$ cat config.mk
export PLATFORM = sky130hd
export DESIGN_NAME = bkg_painter
export DESIGN_NICKNAME = d
export VERILOG_FILES = /design/src/rtl/bkg_painter.sv
export SDC_FILE = /design/constraint.sdc
export NUM_CORES = 1
export LEC_CHECK = 0
export CELL_PAD_IN_SITES_DETAIL_PLACEMENT = 1
export CELL_PAD_IN_SITES_GLOBAL_PLACEMENT = 1
export CORE_ASPECT_RATIO = 0.8
export CORE_MARGIN = 3
export CORE_UTILIZATION = 35
export DETAILED_ROUTE_END_ITERATION = 7
export PLACE_DENSITY_LB_ADDON = 0.2
export SYNTH_ARGS = -nofsm -noshare
export SYNTH_HDL_FRONTEND = slang
export SYNTH_SLANG_ARGS = --single-unit
$ cat constraint.sdc
create_clock -name Clk -period 4.3 [get_ports Clk]
set_input_delay 0.645 -clock Clk [delete_from_list [all_inputs] [get_ports Clk]]
set_output_delay 0.645 -clock Clk [all_outputs]
set_load 0.005 [all_outputs]
$ cat src/rtl/bkg_painter.sv
// rtl/bkg_painter.sv - rectangle fill engine driving the background RAM write port
// Clips a requested rectangle to the screen and writes one palette index per pixel.
module bkg_painter #(
  parameter int SCREEN_W = 320,
  parameter int SCREEN_H = 240,
  parameter int ADDR_W   = 17,
  parameter int INDEX_W  = 5
) (
  input  logic               Clk,
  input  logic               Reset_n,
  input  logic               req_valid,
  output logic               req_ready,
  input  logic [8:0]         req_x,
  input  logic [7:0]         req_y,
  input  logic [8:0]         req_w,
  input  logic [7:0]         req_h,
  input  logic [INDEX_W-1:0] req_index,
  input  logic               paint_en,
  output logic [ADDR_W-1:0]  write_address,
  output logic [INDEX_W-1:0] data_In,
  output logic               we,
  output logic               busy,
  output logic               done
);

  typedef enum logic [1:0] {IDLE, CALC, WRITE, DONE} state_t;

  localparam logic [9:0]        SCREEN_W10 = 10'(SCREEN_W);
  localparam logic [9:0]        SCREEN_H10 = 10'(SCREEN_H);
  localparam logic [ADDR_W-1:0] STRIDE     = ADDR_W'(SCREEN_W);

  state_t            state, state_next;
  logic [8:0]        x_q, w_q;
  logic [7:0]        y_q, h_q;
  logic [9:0]        x_end, y_end;
  logic [8:0]        col;
  logic [7:0]        row;
  logic [ADDR_W-1:0] row_base;

  logic [9:0]        x_sum, y_sum;
  logic              empty, col_more, row_more;
  logic [ADDR_W-1:0] base_calc;

  // Sums are one bit wider than the operands so large requests clip instead of wrapping.
  assign x_sum     = {1'b0, x_q} + {1'b0, w_q};
  assign y_sum     = {2'b0, y_q} + {2'b0, h_q};
  assign empty     = (w_q == 9'd0) || (h_q == 8'd0) ||
                     ({1'b0, x_q} >= SCREEN_W10) || ({2'b0, y_q} >= SCREEN_H10);
  assign base_calc = ADDR_W'(y_q) * STRIDE + ADDR_W'(x_q);
  assign col_more  = ({1'b0, col} + 10'd1) < x_end;
  assign row_more  = ({2'b0, row} + 10'd1) < y_end;

  always_ff @(posedge Clk) begin
    if (!Reset_n) state <= IDLE;
    else          state <= state_next;
  end

  always_comb begin
    state_next = state;
    req_ready  = 1'b0;
    busy       = 1'b1;
    done       = 1'b0;
    we         = 1'b0;
    case (state)
      IDLE: begin
        req_ready = 1'b1;
        busy      = 1'b0;
        if (req_valid) state_next = CALC;
      end
      CALC:  state_next = empty ? DONE : WRITE;
      WRITE: begin
        we = paint_en;
        if (paint_en && !col_more && !row_more) state_next = DONE;
      end
      DONE: begin
        done       = 1'b1;
        state_next = IDLE;
      end
      default: state_next = IDLE;
    endcase
  end

  always_ff @(posedge Clk) begin
    if (!Reset_n) begin
      x_q           <= '0;
      y_q           <= '0;
      w_q           <= '0;
      h_q           <= '0;
      x_end         <= '0;
      y_end         <= '0;
      col           <= '0;
      row           <= '0;
      row_base      <= '0;
      write_address <= '0;
      data_In       <= '0;
    end else begin
      case (state)
        IDLE: if (req_valid) begin
          x_q     <= req_x;
          y_q     <= req_y;
          w_q     <= req_w;
          h_q     <= req_h;
          data_In <= req_index;
        end
        CALC: if (!empty) begin
          x_end         <= (x_sum > SCREEN_W10) ? SCREEN_W10 : x_sum;
          y_end         <= (y_sum > SCREEN_H10) ? SCREEN_H10 : y_sum;
          col           <= x_q;
          row           <= y_q;
          row_base      <= base_calc;
          write_address <= base_calc;
        end
        // Counters only advance on cycles where the write actually happened.
        WRITE: if (paint_en) begin
          if (col_more) begin
            col           <= col + 9'd1;
            write_address <= write_address + ADDR_W'(1);
          end else if (row_more) begin
            row           <= row + 8'd1;
            row_base      <= row_base + STRIDE;
            write_address <= row_base + STRIDE;
            col           <= x_q;
          end
        end
        default: ;
      endcase
    end
  end

endmodule
==> results of run 1 <==
[worst max-delay path: stages, from the launching register on]
cell	delay (ns)
dfxtp_1	0.42
ha_1	0.28
and3_1	0.20
nand3_1	0.17
nor2_1	0.17
xor2_1	0.22
ha_1	0.26
nand2_1	0.12
o21ai_1	0.21
inv_1	0.18
nand2_1	0.27
a31oi_2	0.63
buf_4	0.30
o21ai_0	0.10
o221a_2	0.24
[sequential cells by signal (all words and copies together), names as in the netlist]
name / cells
col: 9
row: 8
state: 2
y_end: 9
write_address: 17
x_end: 10
y_q: 8
h_q: 8
row_base: 17
data_In: 5
w_q: 9
x_q: 9
[per-layer routing]
layer	part of all wire (%)	track usage [%]	vias to the layer above
met4	0.79	3.49	2
met2	41	28.4	101
met3	4.3	4.48	13
met1	53	28.3	3058
met5	0.044	0	-
li1	-	-	3237
[final timing paths]
kind	end	slack, ns
max	write_address[15]	0.43
min	x_end[5]	0.45
max reg2reg	write_address[15]	0.43
min reg2reg	x_end[5]	0.45
[where the power goes]
group	switching [mW]	total [mW]	internal, mW
Combinational	1.56	2.60	1.04
Sequential	0.300	1.56	1.26
Clock	0.451	0.865	0.414
Total	2.31	5.03	2.72
[cells by family after synthesis]
| kind of cell | share of synthesized area [%] |
|---|---|
| AO/OA/AOI/OAI | 25.0 |
| XOR/XNOR | 6.93 |
| adder cells (fa/ha/maj) | 11.2 |
| buffers and inverters | 4.76 |
| flip-flops | 31.4 |
| multiplexers | 1.91 |
| AND/OR/NAND/NOR | 18.8 |
[area by class of cell]
class	count	area, um2	share of cell area [%]
Clock buffer	9	225	2.72
Clock inverter	7	81.3	0.982
Inverter	35	131	1.59
Multi-Input combinational cell	683	4520	54.6
Sequential cell	111	2220	26.8
Tap cell	258	323	3.90
Timing Repair Buffer	81	773	9.34
[per-stage QoR]
step	area, um2	cells
2_1_floorplan	7070	874
3_3_place_gp	7970	1168
3_5_place_dp	7970	1168
4_1_cts	8280	1184
5_1_grt	8280	1184
6_report	8280	1184
[layout by cell type, fill, tap and decap left out, types with 7 or more instances in the layout]
cell type and count:
xnor2_1 34, mux2i_1 9, nor3_1 10, nand2_1 143, and3_1 16, a211oi_1 13, nand3_1 39, dfxtp_1 111
a22oi_1 7, clkdlybuf4s50_1 67, a31oi_1 10, inv_1 33, nor2_1 45, buf_4 13, a21oi_1 81, o21ai_0 53
a21o_1 7, o211ai_1 7, o21a_1 7, ha_1 56, clkbuf_16 9, o31ai_1 10, xor2_1 22
==> flow_summary.json, run 1 <==
{
  "outcome": "complete, no violations",
  "drive_above_1_share_pct": 7.02,
  "cts_buffers": 9,
  "yosys_warnings": 0,
  "dr.pass1.iters": 4,
  "max-slew-margin-rel_pct": 54.7,
  "avgViaCountPerCell": 5.41,
  "crit_required_ns": 4.56,
  "grt_start_max_net_pins": 53,
  "ys_ff_latch": 111,
  "clkSinkCount": 111,
  "routabilityCongestion": 0.808,
  "gr-total-overflow": 0,
  "yosys_most_used_dff": "dfxtp_1",
  "cts_htree_levels": 3,
  "maxCapViolCount": 0,
  "grt_first_pass_wirelength_mm": 33.6,
  "period_share_pct": 90.0,
  "io_pins": 69,
  "die_h_um": 133,
  "rr_worst_depth": 14,
  "hpwl_mm": 15.7,
  "layout_setup_ws_ns": 0.430,
  "nFillCells": 2381,
  "clk_latency_ns": 0.37,
  "clock_skew_ns": 0.0133,
  "vias": 6411,
  "antenna_cells": 0,
  "start_util_pct": 36.4,
  "cts_tree": "done",
  "async_flop_share_pct": 0,
  "wl_per_cell_um": 17.5,
  "synth_common_cells": "nand2_1, dfxtp_1, a21oi_1, ha_1, o21ai_0",
  "setup_viol": 0,
  "path_max_fanout": 14,
  "rows": 45,
  "cts.clk_slew.worst_paths_ns": 0.08,
  "synth_largest_area_cell": "dfxtp_1",
  "die_w_um": 165,
  "tns_ns": 0,
  "antenna_found_initial": 1,
  "synth_most_common_cell": "nand2_1",
  "synth_edf_count": 0,
  "ys_types": 75,
  "nNetsFinal": 1025,
  "coreArea_um2": 19400,
  "critPathArrivalTime_ns": 4.14,
  "numPortBuffers": 68,
  "syn-cell-area_um2": 7070,
  "syn_inst": 874,
  "cts_resized": 0,
  "vdd_drop_max_mv": 0.329,
  "power.density_nw_per_um2": 607,
  "drc_errors": 0,
  "grt_use_total_pct": 19.1,
  "hold_viol": 0,
  "synth_top_cell_area_share_pct": 31.4,
  "yosys-top-cells-area": "dfxtp_1, ha_1, nand2_1",
  "syn_nets": 978,
  "area_growth_pct": 17.0,
  "cp-start-kind": "flip-flop",
  "reg2reg_from": "col[0]",
  "min_delay_path_depth": 2,
  "hold_path_class": "reg2reg",
  "hold_buffers": 0,
  "ant_nets": 0,
  "pre_cts_slack_ns": 0.480,
  "cts_buffer_depth": 2,
  "startpoint": "col[0]",
  "worst_hold_slack_ns": 0.453,
  "grt_pass1_vias": 6316,
  "avgSynthCellArea_um2": 8.09,
  "critPathKind": "reg2reg",
  "tightest_slew_ns": 0.673,
  "utilization_pct": 42.6,
  "cts_root_buf": "clkbuf_16",
  "slew_viol_final": 0,
  "p_leak_nw": 3.24,
  "dieArea_um2": 22000,
  "grt_setup_unrepaired": "false",
  "fin_crit_ns": 3.87,
  "worstSetupEndpointType": "flip-flop",
  "wl_mm": 20.7,
  "first_iter_violations": 268,
  "min-delay-start": "x_end[5]",
  "cts_setup_buffers": 0,
  "total_power_mw": 5.03,
  "ys_seq_area_share_pct": 31.4,
  "fmax_ghz": 0.258
}
Power figures use the tool's default switching activity.
==> run 2: changes to the inputs <==
==> constraint.sdc (replaced) <==
create_clock -name Clk -period 4 [get_ports Clk]
set_input_delay 0.6 -clock Clk [delete_from_list [all_inputs] [get_ports Clk]]
set_output_delay 0.6 -clock Clk [all_outputs]
set_load 0.005 [all_outputs]
==> run 2 against run 1 <==
Global-route usage up 0.16 points. Sequential share of layout area down 0.085 points. Cell count up 0.34%. Worst hold slack worse by 0.0083 ns. Count of clock-buffer cells in the layout up 2. Sequential cell count unchanged. Critical path type unchanged.
==> flow_summary.json, run 2 (synthesized netlist as in run 1, its figures left out) <==
{
  "hold_viol": 0,
  "die_h_um": 133,
  "hold_path_class": "reg2reg",
  "coreArea_um2": 19400,
  "grt_start_max_net_pins": 53,
  "p_comb_share_pct": 52.7,
  "gr-total-overflow": 0,
  "critPathMaxStageDelay_ns": 0.62,
  "final_cell_mix": "nand2_1, dfxtp_1, a21oi_1",
  "hpwl_mm": 15.8,
  "startpoint": "row[0]",
  "antenna_cells": 0,
  "crit_path_cell_trace": "ha_1 -> nand3_1 -> nor2_1 -> xor2_1 -> ha_1 -> a21oi_1 -> o21ai_0 -> or3_1 -> a31oi_2 -> buf_12 -> o21ai_0 -> o221a_2",
  "numPortBuffers": 68,
  "final_common_cell": "nand2_1",
  "cts_htree_levels": 3,
  "clk_latency_ns": 0.36,
  "intPower_mw": 2.98,
  "sw_frac_of_total_pct": 45.3,
  "worstSetupEndpointType": "flip-flop",
  "grt_first_pass_wirelength_mm": 34.4,
  "power.share.clock_pct": 16.6,
  "critPathKind": "reg2reg",
  "power.density_nw_per_um2": 656,
  "multi_input_area_um2": 4520,
  "avgViaCountPerCell": 5.41,
  "clock_skew_ns": 0.0104,
  "top_regs": "row_base (17), write_address (17), x_end (10)",
  "path_max_fanout": 30,
  "grt_use_total_pct": 19.3,
  "max-slew-margin-rel_pct": 43.7,
  "nNetsFinal": 1029,
  "area_growth_pct": 17.4,
  "outcome": "complete, no violations",
  "io_pins": 69,
  "grt_setup_unrepaired": "false",
  "worst_hold_slack_ns": 0.445,
  "cp_top_family": "compound AO/OA/AOI/OAI gates",
  "min-delay-start": "x_end[5]",
  "cts_buffers": 9,
  "cts_setup_buffers": 0,
  "wl_per_cell_um": 17.5,
  "cts.clk_slew.worst_paths_ns": 0.08,
  "tns_ns": 0,
  "setup_viol": 0,
  "critPathSlowestCell": "a31oi_2",
  "clkSinkCount": 111,
  "first_iter_violations": 442,
  "cts_tree": "done",
  "slew_viol_final": 0,
  "die_w_um": 165,
  "drc_errors": 0,
  "maxCapViolCount": 0,
  "routabilityCongestion": 0.818,
  "reg2reg_from": "row[0]",
  "drive_above_1_share_pct": 7.31,
  "cp-start-kind": "flip-flop",
  "cts_resized": 0,
  "wl_mm": 20.8,
  "vias": 6432,
  "grt_pass1_vias": 6515,
  "path_buf_inv": 1,
  "fmax_ghz": 0.278,
  "period_share_pct": 90.1,
  "ff_latch_area_um2": 2220,
  "rows": 45,
  "nFillCells": 2348,
  "fin_crit_ns": 3.60,
  "critPathArrivalTime_ns": 3.85,
  "vdd_drop_max_mv": 0.297,
  "tightest_slew_ns": 0.844,
  "start_util_pct": 36.4,
  "hold_buffers": 0,
  "crit_required_ns": 4.25,
  "antenna_found_initial": 0,
  "switchingPower_mw": 2.47,
  "cts_buffer_depth": 2,
  "ant_nets": 0,
  "p_seq_share_pct": 30.7,
  "cts_root_buf": "clkbuf_16",
  "p_leak_nw": 3.26,
  "dieArea_um2": 22000,
  "dr.pass1.iters": 5
}
## run 2: cell types whose count changed in the layout (fill, tap and decap cells not counted), sizes merged
cell and change:
buf +4, clkbuf +2, clkinv -3, inv +1
## run 2: per-layer routing
layer	up-vias	wire length (um)	track usage (%)
met5	-	0	0
met4	0	241	3.54
met3	14	872	3.51
met2	120	8670	28.3
met1	3047	11100	29.4
li1	3251	-	-
## run 2: worst paths after layout
check             slack (ns)  depth (start not counted)           endpoint
hold reg to reg         0.44                          2           x_end[5]
setup / recovery        0.40                         12  write_address[15]
hold / removal          0.44                          2           x_end[5]
setup reg to reg        0.40                         12  write_address[15]
## run 2: through the flow
step	worst slack (ns)	util [%]	std cells	cell area, um2	power [mW]
floorplan	1.09	-	874	7070	3.58
global placement	0.532	41.3	1172	8020	4.53
detailed placement	0.389	41.3	1172	8020	4.57
CTS	0.346	42.8	1188	8310	5.49
global route	0.0583	42.8	1188	8310	5.91
finish	0.398	42.8	1188	8310	5.45
## run 2: power by group through the flow
stage | clock [mW] | sequential, mW | combinational, mW
after floorplan | 0 | 1.59 | 1.99
after global placement | 0 | 1.69 | 2.84
after detailed placement | 0 | 1.70 | 2.88
after CTS | 0.929 | 1.67 | 2.89
after global routing | 0.978 | 1.71 | 3.22
final | 0.904 | 1.67 | 2.88
## run 2: worst min-delay path, cell delays in order (launching register included)
cell     delay [ns]
dfxtp_1        0.31
nand2_1        0.05
nand2_1        0.04
## run 2: final cells by class
class,instances,area share (%)
multi-input cells,683,54.5
flip-flops and latches,111,26.8
repair buffers,85,9.82
well taps,258,3.89
clock buffers,11,2.92
inverters,35,1.58
clock inverters,5,0.572
==> patch 1: new RTL, config.mk and constraints of run 1 <==
Reset style: asynchronous (`Reset_n`), changed in 2 clocked blocks.
--- a/src/rtl/bkg_painter.sv
+++ b/src/rtl/bkg_painter.sv
@@ -51,5 +51,5 @@
   assign row_more  = ({2'b0, row} + 10'd1) < y_end;
 
-  always_ff @(posedge Clk) begin
+  always_ff @(posedge Clk or negedge Reset_n) begin
     if (!Reset_n) state <= IDLE;
     else          state <= state_next;
@@ -81,5 +81,5 @@
   end
 
-  always_ff @(posedge Clk) begin
+  always_ff @(posedge Clk or negedge Reset_n) begin
     if (!Reset_n) begin
       x_q           <= '0;
Formal check against the unedited RTL: differs if Reset_n is asserted again (counterexample within 4 cycles, from zero or initial values and one cycle with Reset_n low); with Reset_n held inactive, the same outputs for 4 cycles.
==> patch 1 against run 1 <==
  * Area after synthesis up 5.2%
  * Routed wire length up 5.4%
  * Final cell count down 7.1%
  * Design area up 5.3%
  * Worst setup slack worse by 52 ps
  * Synthesized cell count down 13%
  * Sequential cell count unchanged
Power is not shown: default switching activity piles up to over one toggle a cycle in this logic, so the estimate is an artifact.
==> patch 1: results (changes against run 1) <==
<table>
<tr><th>Metric</th><th>Value</th></tr>
<tr><th colspan="2">Run status</th></tr>
<tr><td>Result of the run</td><td>completed (unchanged)</td></tr>
<tr><th colspan="2">Min path</th></tr>
<tr><td>Hold WC Path Type</td><td>in2async (was reg2reg)</td></tr>
<tr><th colspan="2">Setup path</th></tr>
<tr><td>Length in cells of the worst reg-to-reg path</td><td>12 (was 14)</td></tr>
<tr><td>Launch instance of the worst register-to-register path</td><td>col[2] (was col[0])</td></tr>
<tr><td>Setup slack of the worst register-to-register path</td><td>380 ps (was 430 ps)</td></tr>
<tr><th colspan="2">Yosys</th></tr>
<tr><td>Largest cells by area after synthesis</td><td>sky130_fd_sc_hd__dfrtp_1, sky130_fd_sc_hd__ha_1, sky130_fd_sc_hd__mux2_2 (was sky130_fd_sc_hd__dfxtp_1, sky130_fd_sc_hd__ha_1, sky130_fd_sc_hd__nand2_1)</td></tr>
<tr><td>Multiplexer share of the synthesized area</td><td>8.56% (was 1.91%)</td></tr>
<tr><td>Fraction of the mapped netlist area in compound gates</td><td>19.9% (was 25.0%)</td></tr>
<tr><td>Fraction of registers with async set/reset</td><td>100% (was 0%)</td></tr>
<tr><td>Top-count cell post-synth</td><td>sky130_fd_sc_hd__dfrtp_1 (was sky130_fd_sc_hd__nand2_1)</td></tr>
<tr><td>Synthesized net count</td><td>868 (was 978)</td></tr>
<tr><td>Xor and xnor fraction of the mapped netlist area</td><td>5.85% (was 6.93%)</td></tr>
<tr><th colspan="2">STA</th></tr>
<tr><td>Maximum clock skew at final layout</td><td>10.4 ps (was 13.3 ps)</td></tr>
<tr><td>Maximum achievable frequency</td><td>255 MHz (was 258 MHz)</td></tr>
<tr><td>Hold Worst Slack</td><td>432 ps (was 453 ps)</td></tr>
<tr><td>Slew at the pin with the worst max-slew slack</td><td>966 ps (was 673 ps)</td></tr>
<tr><th colspan="2">Drt</th></tr>
<tr><td>Final routed wire length divided by cell count</td><td>19.8 microns (was 17.5 microns)</td></tr>
<tr><td>Initial detailed-routing violation count</td><td>307 (was 268)</td></tr>
<tr><th colspan="2">Finish</th></tr>
<tr><td># nets final</td><td>930 (was 1025)</td></tr>
<tr><td>Share of cells above drive strength 1</td><td>10.8% (was 7.02%)</td></tr>
<tr><th colspan="2">GRT</th></tr>
<tr><td>Routing usage on met2</td><td>30.2% (was 28.4%)</td></tr>
<tr><td>Initial antenna violation count</td><td>0 (was 1)</td></tr>
<tr><td>Global-route wire length before repair</td><td>35600 microns (was 33600 microns)</td></tr>
<tr><td>Met1 routing resource usage after global routing</td><td>27.1% (was 28.3%)</td></tr>
<tr><td>Met3 track demand over resource</td><td>3.69% (was 4.48%)</td></tr>
<tr><td>Vias in the first global route</td><td>6602 (was 6316)</td></tr>
<tr><td>Pin count of the biggest net entering global routing</td><td>73 (was 53)</td></tr>
<tr><td>Total routing resource utilization after global routing</td><td>19.3% (was 19.1%)</td></tr>
<tr><th colspan="2">Placement</th></tr>
<tr><td>Worst-case setup slack after placement</td><td>451 ps (was 480 ps)</td></tr>
</table>
-- patch 1: cell count changes in the layout (fill, tap and decap cells not counted), sizes merged, moves of 9 or more --
| cell | delta |
|---|---|
| nand2 | -95 |
| mux2 | +41 |
| a22o | +10 |
| dfrtp | +111 |
| o31ai | -9 |
| a21oi | -40 |
| nand3 | -10 |
| dfxtp | -111 |
-- patch 1: metrics by stage --
step                      cells  utilization (%)
after floorplan             764                -
after global placement     1084             40.5
after detailed placement   1084             40.5
after CTS                  1100             42.0
after global routing       1100             42.0
final                      1100             42.0
-- patch 1: critical path: stages (launching register included) --
cell and delay (ps):
sky130_fd_sc_hd__dfrtp_1 470, sky130_fd_sc_hd__nand3_1 180, sky130_fd_sc_hd__nor2_1 210, sky130_fd_sc_hd__and3_1 260
sky130_fd_sc_hd__xor2_1 90, sky130_fd_sc_hd__ha_1 300, sky130_fd_sc_hd__nand4_1 140, sky130_fd_sc_hd__or3_1 410
sky130_fd_sc_hd__o221ai_1 520, sky130_fd_sc_hd__o21ai_0 310, sky130_fd_sc_hd__o21ai_0 370, sky130_fd_sc_hd__o21a_1 220
sky130_fd_sc_hd__mux2_2 330
-- patch 1: cell type report --
type / instances / area (sq um) / share of cell area [%]
clock buffers: 10 / 239 / 2.74
multi-input cells: 584 / 4360 / 50.0
repair buffers: 79 / 773 / 8.87
inverters: 41 / 154 / 1.76
clock inverters: 6 / 77.6 / 0.889
flip-flops and latches: 111 / 2780 / 31.8
well taps: 269 / 337 / 3.86
-- patch 1: layer usage --
layer  share of wire (%)  vias to the layer above  wire length [microns]
met5                   0                        -                      0
met4                 2.1                        0                    460
met3                 4.5                       35                    978
met2                  44                      123                   9610
met1                  49                     3081                  10800
li1                    -                     2935                      -
==> patch 2: new RTL, flow settings as in run 1 <==
Without the edit above. Change the parameter `ADDR_W` from 17 to 34.
--- a/src/rtl/bkg_painter.sv
+++ b/src/rtl/bkg_painter.sv
@@ -4,5 +4,5 @@
   parameter int SCREEN_W = 320,
   parameter int SCREEN_H = 240,
-  parameter int ADDR_W   = 17,
+  parameter int ADDR_W   = 34,
   parameter int INDEX_W  = 5
 ) (
Ports: changed (resized write_address); port bits go from 69 to 86. No check against the original RTL was run, so the function may have changed too.
==> patch 2 against run 1 <==
  * Sequential cell count is 34 higher
  * Largest power group unchanged
  * Critical endpoint is now write_address[29]
  * Sequential power is 18% higher
  * Maximum frequency is 1.6% higher
  * Critical path type unchanged
  * Hold slack hardly changed
  * Worst setup slack better by 62 ps
  * Routed wire length is 53% higher
  * Design area is 34% higher
  * Clock skew is 5.7 ps higher
  * Area after synthesis is 31% higher
  * Synthesized cell count is 35% higher
  * Critical path depth is 3 lower
  * Total power is 38% higher
  * Non-clock buffer count is 32 higher
==> patch 2: results (changes against run 1) <==
<table>
<tr><th>Metric</th><th>Value</th></tr>
<tr><th colspan="2">GRT</th></tr>
<tr><td>Total routing resource utilization after global routing</td><td>22.3% (was 19.1%)</td></tr>
<tr><td>Global-route wire length before repair</td><td>50800 microns (was 33600 microns)</td></tr>
<tr><td>Pin count of the biggest net entering global routing</td><td>68 (was 53)</td></tr>
<tr><th colspan="2">Finish</th></tr>
<tr><td>Largest registers in the final layout</td><td>row_base: 34 flops, write_address: 34 flops, x_end: 10 flops (was row_base: 17 flops, write_address: 17 flops, x_end: 10 flops)</td></tr>
<tr><th colspan="2">Pwr</th></tr>
<tr><td>Flop pwr share</td><td>26.4% (was 31.0%)</td></tr>
<tr><td>Total power after layout</td><td>6960 uW (was 5030 uW)</td></tr>
<tr><td>Pleak</td><td>0.00411 uW (was 0.00324 uW)</td></tr>
<tr><td>NetSw</td><td>3270 uW (was 2310 uW)</td></tr>
<tr><th colspan="2">STA</th></tr>
<tr><td>Maximum achievable frequency</td><td>263 MHz (was 258 MHz)</td></tr>
<tr><td>Maximum clock skew at final layout</td><td>19.0 ps (was 13.3 ps)</td></tr>
<tr><td>Slew at the pin with the worst max-slew slack</td><td>846 ps (was 673 ps)</td></tr>
<tr><td>Hold Worst Slack</td><td>453 ps (about the same)</td></tr>
<tr><th colspan="2">Placement</th></tr>
<tr><td>Placed Area</td><td>10500 sq um (was 7970 sq um)</td></tr>
<tr><td>Placed wire-length estimate after detailed placement</td><td>23000 microns (was 15700 microns)</td></tr>
<tr><td>Count of input and output buffers</td><td>85 (was 68)</td></tr>
<tr><th colspan="2">Drt</th></tr>
<tr><td>Final routed wire length divided by cell count</td><td>19.7 microns (was 17.5 microns)</td></tr>
<tr><td>Vias after detailed routing</td><td>9123 (was 6411)</td></tr>
<tr><td>Initial detailed-routing violation count</td><td>645 (was 268)</td></tr>
<tr><th colspan="2">Clocking</th></tr>
<tr><td>H-tree levels</td><td>4 (was 3)</td></tr>
<tr><th colspan="2">Setup path</th></tr>
<tr><td>Highest cell delay on the worst timing path</td><td>720 ps (was 630 ps)</td></tr>
<tr><td>Setup slack of the worst register-to-register path</td><td>490 ps (was 430 ps)</td></tr>
<tr><th colspan="2">Yosys</th></tr>
<tr><td>Synthesized net count</td><td>1283 (was 978)</td></tr>
<tr><td>Commonest cells post-synth</td><td>sky130_fd_sc_hd__nand2_1, sky130_fd_sc_hd__dfxtp_1, sky130_fd_sc_hd__a21oi_1 (unchanged)</td></tr>
<tr><td>Synth unique cells</td><td>80 (was 75)</td></tr>
<tr><td>Synthesized instance count</td><td>1179 (was 874)</td></tr>
<tr><th colspan="2">Run status</th></tr>
<tr><td>Result of the run</td><td>completed (unchanged)</td></tr>
</table>
## patch 2: cell count changes after synthesis, moves of 9 or more
cell                      change
sky130_fd_sc_hd__a21oi_1     +38
sky130_fd_sc_hd__a32o_1      +10
sky130_fd_sc_hd__and3_1       -9
sky130_fd_sc_hd__dfxtp_1     +34
sky130_fd_sc_hd__nand2_1     +58
sky130_fd_sc_hd__nand4_1     +15
sky130_fd_sc_hd__nor2_1      +27
sky130_fd_sc_hd__nor3_1      +15
sky130_fd_sc_hd__nor4_1       +9
sky130_fd_sc_hd__o21ai_0     +10
sky130_fd_sc_hd__or3_1       +15
sky130_fd_sc_hd__xor2_1      +19
## patch 2: routing by layer
| layer | GRT usage (%) | share of wire (%) | up-vias | routed length, microns |
|---|---|---|---|---|
| met5 | 0 | 0 | - | 0 |
| met4 | 4.09 | 0.85 | 0 | 269 |
| met3 | 3.06 | 3.7 | 22 | 1180 |
| met2 | 34.2 | 43 | 173 | 13700 |
| met1 | 33.4 | 52 | 4505 | 16500 |
| li1 | - | - | 4423 | - |
## patch 2: path summary, 6_finish.rpt
check | startpoint | to | depth (start not counted)
hold / removal | x_end[9] | x_end[9] | 2
setup reg to reg | col[0] | write_address[29] | 11
setup / recovery | col[0] | write_address[29] | 11
hold reg to reg | x_end[9] | x_end[9] | 2
## patch 2: logic make-up after synthesis
family,Yosys count,synth area share [%]
xor gates and xnor gates,76,7.18
AOI/OAI and AO/OA,342,24.8
and+or+nand+nor,445,22.7
adders and majority gates,61,8.55
buffers and inverters,104,4.79
muxes,6,0.647
DFF,145,31.3
## patch 2: cell type report
type	instances	area, sq um
Clock buffer	18	429
Fill cell	3073	14600
Sequential cell	145	2900
Inverter	40	150
Timing Repair Buffer	113	1070
Clock inverter	14	153
Tap cell	351	439
Multi-Input combinational cell	930	5940
